## src/rtl/phase_sched_pkg.sv

```systemverilog
// Shared types and constants for the junction phase scheduler.
// Optional pre-emption is built only when PHASE_SCHED_PREEMPT_EN is defined.
package phase_sched_pkg;

    localparam int N_LANES = 32;
    localparam int SEL_W   = 5;

    localparam int GREEN_CYC_DEF  = 16;
    localparam int YELLOW_CYC_DEF = 4;
    localparam int CLEAR_CYC_DEF  = 2;

    typedef enum logic [1:0] {
        IDLE   = 2'd0,
        GREEN  = 2'd1,
        YELLOW = 2'd2,
        CLEAR  = 2'd3
    } phase_t;

    // Largest of three interval lengths; sizes the shared phase timer.
    function automatic int max3(input int a, input int b, input int c);
        int m;
        m = a;
        if (b > m) m = b;
        else       m = m;
        if (c > m) m = c;
        else       m = m;
        return m;
    endfunction

endpackage

```

## src/rtl/rr_pick32.sv

```systemverilog
// Combinational 32-way rotating priority picker.
// Lane ptr+1 has highest priority, ptr itself the lowest.
module rr_pick32
    import phase_sched_pkg::*;
(
    input  logic [N_LANES-1:0] req,
    input  logic [SEL_W-1:0]   ptr,
    output logic               any,
    output logic [SEL_W-1:0]   idx
);

    logic [SEL_W-1:0] cand_s;
    logic             hit_s;

    // Walk from lowest to highest priority so the last hit is the winner.
    always_comb begin
        any    = 1'b0;
        idx    = {SEL_W{1'b0}};
        cand_s = {SEL_W{1'b0}};
        hit_s  = 1'b0;
        for (int k = N_LANES - 1; k >= 0; k--) begin
            cand_s = ptr + SEL_W'(k + 1);   // wraps modulo 32
            hit_s  = req[cand_s];
            any    = any | hit_s;
            idx    = hit_s ? cand_s : idx;
        end
    end

endmodule

```

## src/rtl/phase_scheduler.sv

```systemverilog
// Round-robin phase controller for the 32-lane junction.
// Each grant runs GREEN, YELLOW and all-red CLEAR for fixed cycle counts.
// Defining PHASE_SCHED_PREEMPT_EN adds the preempt / preempt_lane ports.
module phase_scheduler
    import phase_sched_pkg::*;
#(
    parameter int GREEN_CYC  = GREEN_CYC_DEF,
    parameter int YELLOW_CYC = YELLOW_CYC_DEF,
    parameter int CLEAR_CYC  = CLEAR_CYC_DEF
)
(
    input  logic               clk,
    input  logic               rst,
    input  logic               enable,
    input  logic [N_LANES-1:0] req,
`ifdef PHASE_SCHED_PREEMPT_EN
    input  logic               preempt,
    input  logic [SEL_W-1:0]   preempt_lane,
`endif
    output logic [SEL_W-1:0]   sel,
    output logic [N_LANES-1:0] grant,
    output logic [1:0]         phase,
    output logic               busy
);

    localparam int TW = $clog2(max3(GREEN_CYC, YELLOW_CYC, CLEAR_CYC) + 1);
    localparam logic [TW-1:0]      G_LOAD   = TW'(GREEN_CYC - 1);
    localparam logic [TW-1:0]      Y_LOAD   = TW'(YELLOW_CYC - 1);
    localparam logic [TW-1:0]      C_LOAD   = TW'(CLEAR_CYC - 1);
    localparam logic [TW-1:0]      T_ZERO   = TW'(0);
    localparam logic [TW-1:0]      T_ONE    = TW'(1);
    localparam logic [N_LANES-1:0] ONE_HOT0 = {{(N_LANES-1){1'b0}}, 1'b1};

    phase_t             phase_r, phase_n_s;
    logic [TW-1:0]      timer_r, timer_n_s;
    logic [SEL_W-1:0]   sel_r, sel_n_s;
    logic [SEL_W-1:0]   ptr_r, ptr_n_s;
    logic [N_LANES-1:0] grant_r, grant_n_s;
    logic               busy_r;

    logic               pick_any_s;
    logic [SEL_W-1:0]   pick_idx_s;
    logic               go_s;
    logic [SEL_W-1:0]   go_lane_s;
    logic               go_rr_s;
    logic               start_s;
    logic               timer_zero_s;

`ifdef PHASE_SCHED_PREEMPT_EN
    logic               pend_r, pend_n_s;
    logic [SEL_W-1:0]   pend_lane_r, pend_lane_n_s;
    logic               pre_hit_s;
    logic [SEL_W-1:0]   pre_lane_s;
`endif

    rr_pick32 u_pick (
        .req (req),
        .ptr (ptr_r),
        .any (pick_any_s),
        .idx (pick_idx_s)
    );

    assign timer_zero_s = (timer_r == T_ZERO);

    // Who would be granted if this cycle were a decision point.
    always_comb begin
`ifdef PHASE_SCHED_PREEMPT_EN
        if (preempt) begin
            pre_hit_s  = 1'b1;
            pre_lane_s = preempt_lane;
        end else begin
            pre_hit_s  = pend_r;
            pre_lane_s = pend_lane_r;
        end
        if (pre_hit_s) begin
            go_s      = 1'b1;
            go_lane_s = pre_lane_s;
            go_rr_s   = 1'b0;      // pre-emptive grants leave ptr alone
        end else begin
            go_s      = enable & pick_any_s;
            go_lane_s = pick_idx_s;
            go_rr_s   = 1'b1;
        end
`else
        go_s      = enable & pick_any_s;
        go_lane_s = pick_idx_s;
        go_rr_s   = 1'b1;
`endif
    end

    // Phase sequencing, interval timer and next output values.
    always_comb begin
        phase_n_s = phase_r;
        timer_n_s = timer_r;
        sel_n_s   = sel_r;
        ptr_n_s   = ptr_r;
        grant_n_s = grant_r;
        start_s   = 1'b0;
`ifdef PHASE_SCHED_PREEMPT_EN
        pend_n_s      = pend_r;
        pend_lane_n_s = pend_lane_r;
        if ((phase_r != IDLE) && preempt &&
            !((phase_r == GREEN) && (sel_r == preempt_lane))) begin
            pend_n_s      = 1'b1;
            pend_lane_n_s = preempt_lane;
        end else begin
            pend_n_s      = pend_n_s;
        end
`endif
        case (phase_r)
            IDLE: begin
                if (go_s) start_s = 1'b1;
                else      start_s = 1'b0;
            end
            GREEN: begin
`ifdef PHASE_SCHED_PREEMPT_EN
                if (preempt && (sel_r != preempt_lane)) begin
                    phase_n_s = YELLOW;
                    timer_n_s = Y_LOAD;
                end else if (preempt) begin
                    timer_n_s = G_LOAD;    // hold GREEN on the pre-empting lane
                end else
`endif
                if (timer_zero_s) begin
                    phase_n_s = YELLOW;
                    timer_n_s = Y_LOAD;
                end else begin
                    timer_n_s = timer_r - T_ONE;
                end
            end
            YELLOW: begin
                if (timer_zero_s) begin
                    phase_n_s = CLEAR;
                    timer_n_s = C_LOAD;
                    grant_n_s = {N_LANES{1'b0}};
                end else begin
                    timer_n_s = timer_r - T_ONE;
                end
            end
            CLEAR: begin
                if (timer_zero_s) begin
                    if (go_s) begin
                        start_s = 1'b1;
                    end else begin
                        phase_n_s = IDLE;
                        timer_n_s = T_ZERO;
                    end
                end else begin
                    timer_n_s = timer_r - T_ONE;
                end
            end
            default: begin
                phase_n_s = IDLE;
                timer_n_s = T_ZERO;
                grant_n_s = {N_LANES{1'b0}};
            end
        endcase
        if (start_s) begin
            phase_n_s = GREEN;
            timer_n_s = G_LOAD;
            sel_n_s   = go_lane_s;
            grant_n_s = ONE_HOT0 << go_lane_s;
            if (go_rr_s) ptr_n_s = go_lane_s;
            else         ptr_n_s = ptr_r;
`ifdef PHASE_SCHED_PREEMPT_EN
            pend_n_s = 1'b0;
`endif
        end else begin
            sel_n_s = sel_n_s;
        end
    end

    // State and output registers; asynchronous reset to the idle state.
    always_ff @(posedge clk or posedge rst) begin
        if (rst) begin
            phase_r <= IDLE;
            timer_r <= T_ZERO;
            sel_r   <= {SEL_W{1'b0}};
            ptr_r   <= {SEL_W{1'b1}};    // lane 0 searched first
            grant_r <= {N_LANES{1'b0}};
            busy_r  <= 1'b0;
`ifdef PHASE_SCHED_PREEMPT_EN
            pend_r      <= 1'b0;
            pend_lane_r <= {SEL_W{1'b0}};
`endif
        end else begin
            phase_r <= phase_n_s;
            timer_r <= timer_n_s;
            sel_r   <= sel_n_s;
            ptr_r   <= ptr_n_s;
            grant_r <= grant_n_s;
            busy_r  <= (phase_n_s != IDLE);
`ifdef PHASE_SCHED_PREEMPT_EN
            pend_r      <= pend_n_s;
            pend_lane_r <= pend_lane_n_s;
`endif
        end
    end

    assign phase = phase_r;
    assign sel   = sel_r;
    assign grant = grant_r;
    assign busy  = busy_r;

endmodule

```

## config.mk

```make
export PLATFORM = sky130hd
export DESIGN_NAME = phase_scheduler
export DESIGN_NICKNAME = d
export VERILOG_FILES = /design/src/rtl/phase_sched_pkg.sv /design/src/rtl/rr_pick32.sv /design/src/rtl/phase_scheduler.sv
export SDC_FILE = /design/constraint.sdc
export NUM_CORES = 1
export LEC_CHECK = 0
export CELL_PAD_IN_SITES_DETAIL_PLACEMENT = 1
export CELL_PAD_IN_SITES_GLOBAL_PLACEMENT = 1
export CORE_ASPECT_RATIO = 1.75
export CORE_MARGIN = 2
export CORE_UTILIZATION = 25
export CTS_CLUSTER_SIZE = 30
export DETAILED_ROUTE_END_ITERATION = 16
export PLACE_DENSITY_LB_ADDON = 0.3
export SLEW_MARGIN = 40
export SYNTH_ARGS = -nofsm -noshare
export SYNTH_HDL_FRONTEND = slang
export SYNTH_SLANG_ARGS = --single-unit
```

## constraint.sdc

```tcl
create_clock -name clk -period 7.8 [get_ports clk]
set_input_delay 1.95 -clock clk [delete_from_list [all_inputs] [get_ports clk]]
set_output_delay 1.95 -clock clk [all_outputs]
set_load 0.01 [all_outputs]
```

==> results of run 1 <==
[logic make-up after synthesis]
| family | count (synthesis) | synth area share |
|---|---|---|
| AO/OA/AOI/OAI | 279 | 0.2246 |
| XOR/XNOR | 36 | 0.03472 |
| flip-flops | 50 | 0.1352 |
| adder cells (fa/ha/maj) | 19 | 0.02557 |
| AND/OR/NAND/NOR | 311 | 0.1650 |
| buffers and inverters | 100 | 0.06082 |
| multiplexers | 179 | 0.3541 |
[layer usage]
| layer | routed length [µm] | vias to the layer above |
|---|---|---|
| li1 | - | 3981 |
| met1 | 14610 | 4725 |
| met2 | 23010 | 414 |
| met3 | 1871 | 183 |
| met4 | 4912 | 0 |
| met5 | 0 | - |
[sequential cells by signal (all words and copies together), names as in the netlist]
register and cells:
busy 1, grant 32, phase 2, ptr_r 5, sel 5, timer_r 5
[stage by stage]
stage / hold WS, ns / util / instance area, µm² / worst slack, ns
final: 0.4751 / 0.2929 / 10770 / 1.098
after CTS: 0.4846 / 0.2921 / 10740 / 1.166
after global placement: 0.4648 / 0.2852 / 10490 / 0.8989
after detailed placement: 0.4690 / 0.2879 / 10590 / 0.8752
after floorplan: 0.4930 / - / 9299 / 2.406
after global routing: 0.5020 / 0.2929 / 10770 / 0.9600
[cell type report]
| cell class | instances | area (µm²) |
|---|---|---|
| Clock buffer | 6 | 138.9 |
| Clock inverter | 2 | 12.51 |
| Fill cell | 4291 | 26000 |
| Inverter | 28 | 105.1 |
| Multi-Input combinational cell | 824 | 7627 |
| Sequential cell | 50 | 1257 |
| Tap cell | 475 | 594.3 |
| Timing Repair Buffer | 112 | 1033 |
[path summary, 6_finish.rpt]
kind / startpoint / endpoint / slack [ns] / cells after the start
worst max-delay path: req[7] / grant[27]$_DFFE_PP0P_ / 1.10 / 12
worst min-delay path: sel[1]$_DFFE_PP0P_ / sel[1]$_DFFE_PP0P_ / 0.48 / 1
worst max register to register: ptr_r[3]$_DFFE_PP1P_ / grant[17]$_DFFE_PP0P_ / 1.54 / 13
worst min register to register: sel[1]$_DFFE_PP0P_ / sel[1]$_DFFE_PP0P_ / 0.48 / 1
max in group asynchronous: rst / grant[7]$_DFFE_PP0P_ / 5.19 / 3
min in group asynchronous: rst / timer_r[2]$_DFFE_PP0P_ / 2.15 / 3
[cells in the final DEF (no fill, tap or decap), types with 17 or more instances in the layout]
cell and count:
mux2i_1 42, nor2_1 51, clkdlybuf4s50_1 74, dfrtp_1 45, mux2_2 23, a21oi_1 40
o21ai_0 42, xnor2_1 17, buf_4 37, mux4_2 84, nand2_1 120, mux4_1 22
nand3_1 21, ha_1 17, nor3_1 32, inv_1 23
[worst max-delay path, stage by stage]
cell and delay (ns):
clkdlybuf4s50_1 0.54, mux4_1 0.75, mux4_2 0.59, nor2b_1 0.17, a221o_1 0.38, a2111oi_0 0.68, o21a_1 0.25, a21boi_1 0.10
a31oi_1 0.39, nand3_2 0.29, a2111oi_2 0.62, a22o_1 0.21
[synth_stat cells (10+ instances only)]
| master | count | area share |
|---|---|---|
| xnor2_1 | 28 | 0.026 |
| inv_1 | 24 | 0.0097 |
| nand2_1 | 120 | 0.048 |
| o31ai_1 | 16 | 0.013 |
| and2_1 | 12 | 0.0081 |
| mux2i_1 | 43 | 0.046 |
| nor3_1 | 32 | 0.017 |
| dfrtp_1 | 45 | 0.12 |
| mux4_1 | 22 | 0.062 |
| a211oi_1 | 14 | 0.011 |
| mux2_2 | 23 | 0.028 |
| nor2_1 | 51 | 0.021 |
| clkbuf_1 | 24 | 0.0097 |
| mux4_2 | 84 | 0.20 |
| a22o_1 | 12 | 0.011 |
| nand2b_1 | 10 | 0.0067 |
| ha_1 | 19 | 0.026 |
| buf_6 | 10 | 0.012 |
| a31oi_1 | 16 | 0.011 |
| o21ai_0 | 42 | 0.023 |
| nand3_1 | 21 | 0.011 |
| o22ai_1 | 10 | 0.0067 |
| buf_2 | 26 | 0.014 |
| a21oi_1 | 40 | 0.022 |
==> metrics.md, run 1 <==
| Metric | Value |
|---|---|
| Status | complete, no violations |
| CTS sink cnt | 50 |
| Post-synth EDFFs | 0 |
| CP Data Required Time | 8.03 ns |
| CORE AREA | 36770 µm² |
| Slew @ Worst Pin | 0.8619 ns |
| Vias in the first global route | 9846 |
| GRT overflow | 0 |
| Syn nets | 1028 |
| Drt via density | 6.214 |
| # DRC | 0 |
| TritonRoute pass-1 iters | 5 |
| TritonCTS Buffers | 5 |
| Yosys synthesis warning count | 0 |
| DP Wirelength | 35400 µm |
| Initial antenna violation count | 0 |
| Largest net degree at the start of global routing | 51 |
| Hold buffer count at cts | 0 |
| N_diodes | 0 |
| Initial core utilization | 0.2529 |
| CP Capture Type | register |
| Die W | 149.8 µm |
| CTS tree | built |
| Layout cells sized above 1 | 0.2231 |
| Worst Path Max Fanout | 8 |
| Synth Flop Type | dfrtp_1 |
| Die area | 38820 µm² |
| GR Util met3 | 0.02689 |
| Met2 Use GR | 0.4154 |
| Rows | 93 |
| Final setup fails | 0 |
| Worst-Skew Late Latency | 0.29 ns |
| Drt wl/cell | 29.66 µm |
| Fmax | 149.2 MHz |
| Fin Setup TNS | 0 ns |
| First-pass GRT wire length | 65430 µm |
| Hold Vio Cnt, Final | 0 |
| Syn Inst Count | 974 |
| Pins Over Slew Limit | 0 |
| GPL Wtd Cong | 0.9851 |
| Fin nets | 1075 |
| Synth Area per Inst | 9.547 µm² |
| Post-CTS setup buffers | 0 |
| Startpoint types | input port |
| Port Buffer Count | 74 |
| Max-slew headroom | 0.4090 |
| Sequential share of the synthesized area | 0.1352 |
| Clock tree buffer depth | 2 |
| Num ports | 75 |
| H-Tree Depth | 2 |
| ANT nets after route | 0 |
| Root Buffer | clkbuf_16 |
| Register bit count reported by yosys | 50 |
| Unrepaired setup endpoints after global routing | no |
| Max-cap violations | 0 |
| Worst Skew | 0.006582 ns |
| Critical path arrival | 6.93 ns |
| CP Class | input port to register |
| Iteration-0 DRC count of the detailed router | 715 |
| Fin crit share | 0.8593 |
| Via count | 9303 |
| Most Crowded Layer GR | met2 |
| Die Y | 259.1 µm |
| GR Util All Layers | 0.2272 |
| Yosys cell types | 98 |
| Fraction of registers with async set/reset | 1.000 |
| Final std cells w/o fill | 1497 |
| Resized Gates After CTS | 0 |
| M1 GR Usage | 0.2175 |
| Min cycle time layout | 6.702 ns |
| Total wire length | 44400 µm |
| Clock-pin slew on the worst setup and hold paths | 0.07 ns |
| Placed insts | 1488 |
| Hold WC Path Type | register to register |
| Synth Cell Area | 9299 µm² |
| Layout area overhead | 15.81% |
Power of run 1 is not shown: default switching activity piles up to over one toggle a cycle in this logic, so the estimate is an artifact.
==> run 2: changes to the inputs <==
- CELL_PAD_IN_SITES_DETAIL_PLACEMENT: 1 -> unset
- CELL_PAD_IN_SITES_GLOBAL_PLACEMENT: 1 -> unset
- PLACE_DENSITY: unset -> 0.52
- PLACE_DENSITY_LB_ADDON: 0.3 -> unset
- SLEW_MARGIN: 40 -> unset
==> run 2 against run 1 <==
  * Sequential cell count did not move
  * First-iteration DRC count rose by 16%
  * Global-route usage fell by 1.3 points
  * Die area did not move
  * Clock-buffer cell count fell by 1
  * Critical path depth fell by 1
  * Final cell count fell by 0.40%
  * Register-to-register slack got worse by 0.13 ns
  * Worst hold slack improved by 0.0078 ns
  * Setup slack improved by 0.072 ns
  * Routed wire length fell by 5.0%
  * Clock skew rose by 0.0014 ns
  * Critical path type unchanged
  * Largest cell class unchanged
==> metrics.md, run 2 (synthesized netlist as in run 1, its figures left out) <==
| Metric | Value |
|---|---|
| CP bufs+invs | 1 (unchanged) |
| GPL Wtd Cong | 1.150 (+17%) |
| Iteration-0 DRC count of the detailed router | 832 (+16%) |
| Top Family by Delay on Critical Path | multiplexers |
| Hold WC Path Type | register to register |
| Critical path arrival | 6.84 ns (-0.09 ns) |
| Worst Path Max Fanout | 32 (+24) |
| Hold buffer count at cts | 0 (unchanged) |
| Initial core utilization | 0.2529 (unchanged) |
| Final setup fails | 0 (unchanged) |
| Clock-pin slew on the worst setup and hold paths | 0.07 ns (about the same) |
| Worst path cell trace | clkdlybuf4s50_1 > mux4_1 > mux4_2 > mux2i_2 > nand4_1 > nor4_1 > or4b_4 > o211a_4 > a21oi_4 > nand2_1 > o31ai_2 |
| Drt wl/cell | 28.30 µm (-4.6%) |
| Resized Gates After CTS | 0 (unchanged) |
| Clock tree buffer depth | 2 (unchanged) |
| Startpoint types | input port |
| Port Buffer Count | 74 (unchanged) |
| CP Data Required Time | 8.01 ns (-0.02 ns) |
| ANT nets after route | 0 (unchanged) |
| Max stage delay cell, worst path | mux4_1 |
| TritonRoute pass-1 iters | 7 (+2) |
| Layout area overhead | 14.09% |
| Status | complete, no violations |
| Fin Setup TNS | 0 ns (unchanged) |
| DP Wirelength | 32540 µm (-8.1%) |
| Commonest non-fill, non-tap cell in the layout | nand2_1 |
| Die W | 149.8 µm (unchanged) |
| Initial antenna violation count | 0 (unchanged) |
| Finished Cell Area | 10610 µm² (-1.5%) |
| Register area | 1257 µm² (unchanged) |
| Post-CTS setup buffers | 0 (unchanged) |
| Max reg flops | 32 (unchanged) |
| Commonest cells after routing, fill and taps aside | nand2_1 (120), mux4_2 (84), clkdlybuf4s50_1 (74), nor2_1 (51), dfrtp_1 (45) |
| H-Tree Depth | 2 (unchanged) |
| Min cycle time layout | 6.630 ns (-0.07193 ns) |
| Placed insts | 1482 (-0.40%) |
| Layout cells sized above 1 | 0.2028 (-0.02034) |
| CP Capture Type | register |
| Max-cap violations | 0 (unchanged) |
| Num ports | 75 (unchanged) |
| CTS sink cnt | 50 (unchanged) |
| Max-slew headroom | 0.1406 (-0.2684) |
| Worst hold slack | 0.4829 ns (+0.007803 ns) |
| Slew @ Worst Pin | 1.280 ns (+0.4181 ns) |
| Total wire length | 42200 µm (-5.0%) |
| GRT overflow | 0 (unchanged) |
| Hold Vio Cnt, Final | 0 (unchanged) |
| Fin crit share | 0.8500 (-0.009222) |
| # DRC | 0 (unchanged) |
| Worst Skew | 0.008021 ns (+0.001438 ns) |
| Rows | 93 (unchanged) |
| Die Y | 259.1 µm (unchanged) |
| CORE AREA | 36770 µm² (unchanged) |
| N_diodes | 0 (unchanged) |
| Via count | 9181 (-1.3%) |
| CTS tree | built |
| TritonCTS Buffers | 5 (unchanged) |
| Drt via density | 6.158 (-0.91%) |
| DP Area | 10430 µm² (-1.5%) |
| Die area | 38820 µm² (unchanged) |
| GR Util All Layers | 0.2139 (-0.01327) |
| Pins Over Slew Limit | 0 (unchanged) |
| CP Class | input port to register |
| Vias in the first global route | 9147 (-7.1%) |
| Multi-input gate area | 7497 µm² (-1.7%) |
| Max stage delay on crit path | 0.88 ns (+0.13 ns) |
| Worst-Skew Late Latency | 0.29 ns (about the same) |
| Fin nets | 1069 (-0.56%) |
| Largest net degree at the start of global routing | 56 (+9.8%) |
| Fmax | 150.8 MHz (+1.1%) |
| Root Buffer | clkbuf_16 |
| Final std cells w/o fill | 1491 (-0.40%) |
| First-pass GRT wire length | 61550 µm (-5.9%) |
| Unrepaired setup endpoints after global routing | no |
| Fill cells | 3977 (-7.3%) |
## run 2: cell types whose count changed in the layout (fill, tap and decap cells not counted), sizes merged
| cell | delta |
|---|---|
| bufinv | +1 |
| clkinv | -1 |
| buf | -7 |
| inv | +1 |
## run 2: path summary, 6_finish.rpt
check	start	endpoint	slack (ns)	cells past startpoint
hold reg to reg	grant[1]$_DFFE_PP0P_	grant[1]$_DFFE_PP0P_	0.48	2
max in group asynchronous	rst	grant[0]$_DFFE_PP0P_	4.92	2
setup / recovery	req[21]	grant[30]$_DFFE_PP0P_	1.17	11
min in group asynchronous	rst	timer_r[1]$_DFFE_PP0P_	2.24	2
setup reg to reg	ptr_r[0]$_DFFE_PP1P_	grant[26]$_DFFE_PP0P_	1.41	13
hold / removal	grant[1]$_DFFE_PP0P_	grant[1]$_DFFE_PP0P_	0.48	2
## run 2: layer usage
layer  GRT usage  up-vias  wire [µm]
met1      0.2182     4507      13880
met5           0        -          0
met3     0.03005      189       2481
li1            -     3977          -
met2      0.3684      508      20780
met4      0.2039        0       5065
## run 2: final cells by class
class	instances	area share
Multi-Input combinational cell	824	0.7067
Sequential cell	50	0.1185
Timing Repair Buffer	106	0.09246
Tap cell	475	0.05602
Clock buffer	5	0.01179
Inverter	28	0.009907
Clock inverter	3	0.004600
## run 2: tightest hold or removal path, cell delays in order, from the launching register on
cell and delay [ns]:
dfrtp_1 0.35, nand2_1 0.04, o21ai_0 0.06
## run 2: per-stage QoR
stage / setup slack, ns / utilization
after CTS: 1.199 / 0.2883
final: 1.170 / 0.2885
after global routing: 0.8369 / 0.2885
after global placement: 0.9495 / 0.2836
after floorplan: 2.406 / -
after detailed placement: 0.9097 / 0.2836
Power of run 2 is left out for the same reason.
